[src/rtl/vga_timing_gen.sv]
// Parametrised VGA/SVGA raster timing generator.
// Produces raw raster position, active-area pixel coordinates, sync pulses,
// display-enable, vertical blanking and line/frame start strobes. Each axis
// is ordered sync, back porch, active, front porch. Every output is
// registered and decoded from the next-state counters, so all outputs in a
// cycle describe the same (hpos, vpos) point.
//
// Ports:
//   clk         pixel/system clock
//   clr         synchronous active-low reset
//   ce          pixel advance enable (tie high for a 1:1 pixel clock)
//   hpos/vpos   raw raster position
//   pixh/pixv   active-area coordinates, 0 outside the active area
//   hsync/vsync sync outputs, active level set by HS_POL/VS_POL
//   de          display enable
//   vblank      high outside the vertical active lines
//   line_start  one-clock strobe at hpos==0
//   frame_start one-clock strobe at hpos==0, vpos==0
module vga_timing_gen #(
  parameter int unsigned H_ACTIVE = 800,
  parameter int unsigned H_FP     = 40,
  parameter int unsigned H_SYNC   = 128,
  parameter int unsigned H_BP     = 88,
  parameter int unsigned V_ACTIVE = 600,
  parameter int unsigned V_FP     = 1,
  parameter int unsigned V_SYNC   = 4,
  parameter int unsigned V_BP     = 23,
  parameter bit          HS_POL   = 1'b0,
  parameter bit          VS_POL   = 1'b0,
  parameter int unsigned CW       = 11
) (
  input  logic          clk,
  input  logic          clr,
  input  logic          ce,
  output logic [CW-1:0] hpos,
  output logic [CW-1:0] vpos,
  output logic [CW-1:0] pixh,
  output logic [CW-1:0] pixv,
  output logic          hsync,
  output logic          vsync,
  output logic          de,
  output logic          vblank,
  output logic          line_start,
  output logic          frame_start
);

  localparam int unsigned H_TOTAL     = H_SYNC + H_BP + H_ACTIVE + H_FP;
  localparam int unsigned V_TOTAL     = V_SYNC + V_BP + V_ACTIVE + V_FP;
  localparam int unsigned H_ACT_FIRST = H_SYNC + H_BP;
  localparam int unsigned H_ACT_LAST  = H_ACT_FIRST + H_ACTIVE - 1;
  localparam int unsigned V_ACT_FIRST = V_SYNC + V_BP;
  localparam int unsigned V_ACT_LAST  = V_ACT_FIRST + V_ACTIVE - 1;

  // Refuse to elaborate when the raster cannot be counted in CW bits.
  if ((((H_TOTAL - 1) >> CW) != 0) || (((V_TOTAL - 1) >> CW) != 0)) begin : g_cw_too_small
    $error("vga_timing_gen: H_TOTAL-1 or V_TOTAL-1 does not fit in CW bits");
  end

  logic [CW-1:0] hpos_q, hpos_d;
  logic [CW-1:0] vpos_q, vpos_d;
  logic [CW-1:0] pixh_q, pixh_d;
  logic [CW-1:0] pixv_q, pixv_d;
  logic          hsync_q, hsync_d;
  logic          vsync_q, vsync_d;
  logic          de_q, de_d;
  logic          vblank_q, vblank_d;
  logic          line_start_q, line_start_d;
  logic          frame_start_q, frame_start_d;
  logic          h_in, v_in;

  // Next position and its decode; everything holds when ce is low except
  // the strobes, which drop so they fire once per line/frame.
  always_comb begin
    hpos_d        = hpos_q;
    vpos_d        = vpos_q;
    pixh_d        = pixh_q;
    pixv_d        = pixv_q;
    hsync_d       = hsync_q;
    vsync_d       = vsync_q;
    de_d          = de_q;
    vblank_d      = vblank_q;
    line_start_d  = 1'b0;
    frame_start_d = 1'b0;
    h_in          = 1'b0;
    v_in          = 1'b0;

    if (ce) begin
      if (hpos_q == CW'(H_TOTAL - 1)) begin
        hpos_d = '0;
        vpos_d = (vpos_q == CW'(V_TOTAL - 1)) ? '0 : vpos_q + CW'(1);
      end else begin
        hpos_d = hpos_q + CW'(1);
      end

      h_in = (hpos_d >= CW'(H_ACT_FIRST)) && (hpos_d <= CW'(H_ACT_LAST));
      v_in = (vpos_d >= CW'(V_ACT_FIRST)) && (vpos_d <= CW'(V_ACT_LAST));

      hsync_d       = (hpos_d < CW'(H_SYNC)) ? HS_POL : ~HS_POL;
      vsync_d       = (vpos_d < CW'(V_SYNC)) ? VS_POL : ~VS_POL;
      de_d          = h_in && v_in;
      vblank_d      = ~v_in;
      // Subtraction cannot underflow while de is high.
      pixh_d        = de_d ? hpos_d - CW'(H_ACT_FIRST) : '0;
      pixv_d        = de_d ? vpos_d - CW'(V_ACT_FIRST) : '0;
      line_start_d  = (hpos_d == '0);
      frame_start_d = (hpos_d == '0) && (vpos_d == '0);
    end
  end

  // State/output registers; reset parks on the last raster point so the
  // first enabled pixel after release is (0,0).
  always_ff @(posedge clk) begin
    if (!clr) begin
      hpos_q        <= CW'(H_TOTAL - 1);
      vpos_q        <= CW'(V_TOTAL - 1);
      pixh_q        <= '0;
      pixv_q        <= '0;
      hsync_q       <= ~HS_POL;
      vsync_q       <= ~VS_POL;
      de_q          <= 1'b0;
      vblank_q      <= 1'b1;
      line_start_q  <= 1'b0;
      frame_start_q <= 1'b0;
    end else begin
      hpos_q        <= hpos_d;
      vpos_q        <= vpos_d;
      pixh_q        <= pixh_d;
      pixv_q        <= pixv_d;
      hsync_q       <= hsync_d;
      vsync_q       <= vsync_d;
      de_q          <= de_d;
      vblank_q      <= vblank_d;
      line_start_q  <= line_start_d;
      frame_start_q <= frame_start_d;
    end
  end

  assign hpos        = hpos_q;
  assign vpos        = vpos_q;
  assign pixh        = pixh_q;
  assign pixv        = pixv_q;
  assign hsync       = hsync_q;
  assign vsync       = vsync_q;
  assign de          = de_q;
  assign vblank      = vblank_q;
  assign line_start  = line_start_q;
  assign frame_start = frame_start_q;

endmodule

[config.mk]
export PLATFORM = sky130hd
export DESIGN_NAME = vga_timing_gen
export DESIGN_NICKNAME = d
export VERILOG_FILES = /design/src/rtl/vga_timing_gen.sv
export SDC_FILE = /design/constraint.sdc
export NUM_CORES = 1
export LEC_CHECK = 0
export ABC_AREA = 1
export CAP_MARGIN = 15
export CORE_UTILIZATION = 55
export CTS_CLUSTER_SIZE = 20
export DETAILED_ROUTE_END_ITERATION = 7
export PLACE_DENSITY = 0.8
export SYNTH_ARGS = -nofsm -noshare
export SYNTH_HDL_FRONTEND = slang
export SYNTH_SLANG_ARGS = --single-unit
[constraint.sdc]
create_clock -name clk -period 2.9 [get_ports clk]
set_input_delay 0.435 -clock clk [delete_from_list [all_inputs] [get_ports clk]]
set_output_delay 0.435 -clock clk [all_outputs]
set_load 0.02 [all_outputs]
Word-level counts from Yosys, hierarchy flattened --
Cells that the tools add are included.
Word-level totals: register bits 50, logic and storage cells 39, bits in latches 0, bits in writable memories 0, bits in read-only memories 0, memories 0, input port bits 3
Cells by class: divide/modulo/power cells 0, bitwise operators 1, equality and inequality tests 2, reduce and logical (&&, ||, !) cells 7, muxes and demuxes 9, shift operators 0, $add $sub $neg 4, $lt $le $gt $ge 6, multiply operators 0
Operator list (number):
- 11-bit 2-to-1 mux | 7
- 11-bit by 1-bit adder with 11-bit output (second input constant) | 2
- 11-bit by 10-bit <= comparator with 1-bit output (second input constant) | 2
- 11-bit logical NOT | 2
- 11-bit by 10-bit == test with 1-bit output (second input constant) | 1
- 11-bit == test (second input constant) | 1
- 11-bit by 5-bit >= comparator with 1-bit output (second input constant) | 1
- 11-bit by 8-bit >= comparator with 1-bit output (second input constant) | 1
- 11-bit by 3-bit < comparator with 1-bit output (second input constant) | 1
- 11-bit by 8-bit < comparator with 1-bit output (second input constant) | 1
- 11-bit by 5-bit subtractor with 11-bit output (second input constant) | 1
- 11-bit by 8-bit subtractor with 11-bit output (second input constant) | 1
- 1-bit logical AND | 4
- 1-bit 2-to-1 mux | 2
- 2-bit AND reduction | 1
- 1-bit inverter | 1

Logic depth before layout (Yosys ltp) --
depth in word-level cells 8, gate-level depth with buffers 20, depth with buffers taken out 19

Worst setup path before layout --
No wires, ideal clock.
kind flip-flop to flip-flop, start point register hpos_q[1], in the netlist hpos[1], end point register pixh_q[3], in the netlist pixh[3], clock period less this slack 2609 ps, cell stages (with the launch flop) 17, setup slack 291 ps, data arrival time 2538 ps, required time 2829 ps, cell sequence dfxtp_1 -> ha_1 -> nand2_1 -> nor2_2 -> nand3b_1 -> buf_6 -> nand3_1 -> inv_1 -> ha_1 -> inv_1 -> o21ai_0 -> nand4_1 -> nand3_1 -> nor2_8 -> buf_12 -> nand3_2 -> a21oi_2
Between the ends: longest elaborated chain between the ends 7, elaborated cells on any way between the ends 15
RTL lines:
- from (decl) | RTL line 59 | logic [CW-1:0] hpos_q, hpos_d;
- from (signal assigned) | RTL line 114 | hpos_q <= CW'(H_TOTAL - 1);
- from (signal assigned) | RTL line 125 | hpos_q <= hpos_d;
- 11-bit by 1-bit adder with 11-bit output or 11-bit == test (tied branches) | RTL line 92, 88
- 11-bit 2-to-1 mux | RTL line 88 | if (hpos_q == CW'(H_TOTAL - 1)) begin
- 11-bit 2-to-1 mux | RTL line 87 | if (ce) begin
- 11-bit by 8-bit >= comparator with 1-bit output (tied with other cells) | RTL line 95 | h_in = (hpos_d >= CW'(H_ACT_FIRST)) && (hpos_d <= CW'(H_ACT_LAST));
- 1-bit logical AND, on equally long branches | RTL line 95, 96
- 1-bit logical AND | RTL line 100 | de_d = h_in && v_in;
- 11-bit 2-to-1 mux * | RTL line 103 | pixh_d = de_d ? hpos_d - CW'(H_ACT_FIRST) : '0;
- to (signal assigned) | RTL line 127 | pixh_q <= pixh_d;
- to (decl) | RTL line 61 | logic [CW-1:0] pixh_q, pixh_d;
Mark *: on every way between the ends. The rest lies on a longest branch, timed or not. The select of a mux whose other input is x is not followed. A chain may end at the register's enable or synchronous reset.

Worst setup path after layout --
start point register hpos_q[0], in the netlist hpos[0], end point register pixh_q[7], in the netlist pixh[7]
The elaborated chain is that of the path after synthesis.

==> results.md <==
- Final min period: 2.72 ns
- Top_reg_cell synth: dfxtp_1
- Pwr Density: 430 nW/um^2
- DR iter-0 viols: 183
- Commonest cells in the netlist: 114 x nand2_1, 53 x inv_1, 50 x dfxtp_1, 30 x nor2_1, 27 x nand3_2
- Routed wire per std cell: 13.9 um
- Data arrival, critical path: 2.97 ns
- Overflow after GRT: 0
- Yosys top cell area share: 0.290
- Core area: 5990 um^2
- Synthesized Nets: 484
- Synthesized area: 3450 um^2
- TritonCTS clock tree: done
- Util after Layout: 0.695
- Cells after synthesis: 473
- RD Place Congestion: 0.902
- Setup CP Type: flop to flop
- Leakage: 1.82 nW
- Ant diodes: 0
- Post-synth EDFFs: 0
- Top routing layer used: met4
- YS warnings: 0
- Yosys cell types: 39
- Worst Tran Pin Value: 0.539 ns
- Die area: 6590 um^2
- Boundary Pins: 53
- RR Startpoint: hpos[0]
- Final hold slack: 0.471 ns
- Remaining DRCs: 0
- CTS Hold Bufs: 0
- Vias in the first global route: 3018
- Post-synth top area cell: dfxtp_1
- Antenna violation net count after detailed routing: 0
- Placed cell areas: 3990 um^2
- Area grow syn2layout: 20.9%
- Root Buffer: clkbuf_8
- CTS Buf Count: 5
- Routed wl met3: 356 um
- Avg Inst Size Synth: 7.28 um^2
- Max Fclk: 367 MHz
- Hpwl dp: 6000 um
- Final Max Tran Viols: 0
- CTS Buffer Depth: 2
- Post-Place Cells: 589
- Hold Crit Start: de
- Clock Latency Late Sink: 0.32 ns
- Final clock skew: 0.0105 ns
- CP required: 3.15 ns
- Asr flop ratio synth: 0
- Yosys reg bits: 50
- Worst setup path start: hpos[0]
- WL final: 8440 um
- Final setup fails: 0
- Final instance area: 4170 um^2
- Total routing usage reported by global routing: 0.273
- Final Hold Viols: 0
- Largest net degree at the start of global routing: 41
- IO buf count: 52
- Final layout net count: 541
- HP Class: flop to flop
- Die height: 81.2 um
- First-pass GRT wire length: 13900 um
- Number of H-tree levels: 2
- Vias: 3233
- Non-filler instance count after layout: 605
- Slew HR: 0.641
- # rows: 28
- Max Cap Viol: 0
- Vias per Instance: 5.34
- Metal-1 WL: 3700 um
- VDD IR max: 0.252 mV
- Critical Path Source Type: flop
- Most frequent cell after synthesis: nand2_1
- Die width: 81.2 um
- RSZ-0062 raised after global routing: no
- Critical-path maximum fanout: 6
- CTS clk-pin slew, worst paths: 0.09 ns
- Final period util: 0.939
- Sequential area share after synthesis: 0.290
- Critical path endpoint category: flop
- Share of cells above drive strength 1: 0.217
- # clock sinks: 50
- Status: finished, final reports clean
- Final setup TNS: 0 ns
- Initial Utilization: 0.575
- DR pass1 iterations: 4
- Initial antenna violation count: 0
- DR WL met2: 4200 um
- Top cells by area, synth: dfxtp_1 29%, nand2_1 12%, nand3_2 7.8%
-- kinds of logic (layout without fill, tap and decap cells) --
logic type      Yosys count  count (layout)  share of synthesized area
simple gates            241             244                      0.382
buf+inv                  80             134                      0.107
compound gates           73              73                      0.134
flops                    50              50                      0.290
xor+xnor                 21              21                     0.0577
fa+ha+maj                 8               8                     0.0290
-- layer usage --
metal,vias up,track usage
li1,1634,-
met3,17,0.0483
met4,0,0.0893
met5,-,0
met1,1488,0.316
met2,94,0.501
-- worst paths after layout --
kind / end / slack [ns] / depth (start not counted)
worst min register to register: de / 0.47 / 2
worst min-delay path: de / 0.47 / 2
worst max register to register: pixh[7] / 0.18 / 14
worst max-delay path: pixh[7] / 0.18 / 14
-- critical path, stage by stage (launching register included) --
cell and delay [ns]:
dfxtp_2 0.40, ha_1 0.23, nand2_1 0.12, o21ai_0 0.19
nand2_1 0.09, inv_1 0.13, ha_1 0.17, inv_1 0.08
a21oi_2 0.21, nand2_1 0.07, nand2_1 0.07, nand3_1 0.31
nor2_4 0.34, nand3_2 0.11, a21oi_2 0.14
-- cells in the final DEF (no fill, tap or decap), drive strengths merged --
cell type	n
nor3b	1
xor2	18
inv	59
nand3b	3
nor4	1
ha	8
nor2	45
clkdlybuf4s50	52
nand3	54
dfxtp	50
a21boi	1
nand4	7
clkinv	2
buf	16
o211ai	4
o21ai	22
xnor2	3
clkbuf	5
a21oi	46
nor3	6
nand2	126
nor4b	1
-- stage by stage --
stage | setup WS (ns) | power [W]
finish | 0.176 | 0.00179
global route | 0.00869 | 0.00189
CTS | -0.0000195 | 0.00177
detailed placement | 0.0169 | 0.00136
global placement | 0.0862 | 0.00135
floorplan | 0.291 | 0.00120
-- report_power, final --
part / internal (W) / switching (W) / total [W]
clock network: 0.000167 / 0.000247 / 0.000414
logic: 0.000217 / 0.000398 / 0.000615
registers: 0.000717 / 0.0000459 / 0.000762
-- flip-flops by register name, summed over array words and instances (netlist names) --
signal and cells:
de 1, frame_start 1, hpos 11, hsync 1, line_start 1, pixh 11
pixv 11, vblank 1, vpos 11, vsync 1
-- repair_timing --
action	in CTS	in global routing
hold endpoints to repair	0	0
pin swaps	0	3
cloned	1	2
buffers inserted	0	6
resized for setup	0	4
setup endpoints to repair	7	23
-- area by class of cell --
| class | instances | area (um^2) |
|---|---|---|
| clock buffer | 5 | 68.8 |
| sequential | 50 | 1000 |
| inverter | 59 | 221 |
| tap | 75 | 93.8 |
| timing repair buffer | 68 | 653 |
| fill | 500 | 1820 |
| multi-input combinational | 346 | 2110 |
| clock inverter | 2 | 13.8 |
Power figures use the tool's default switching activity.
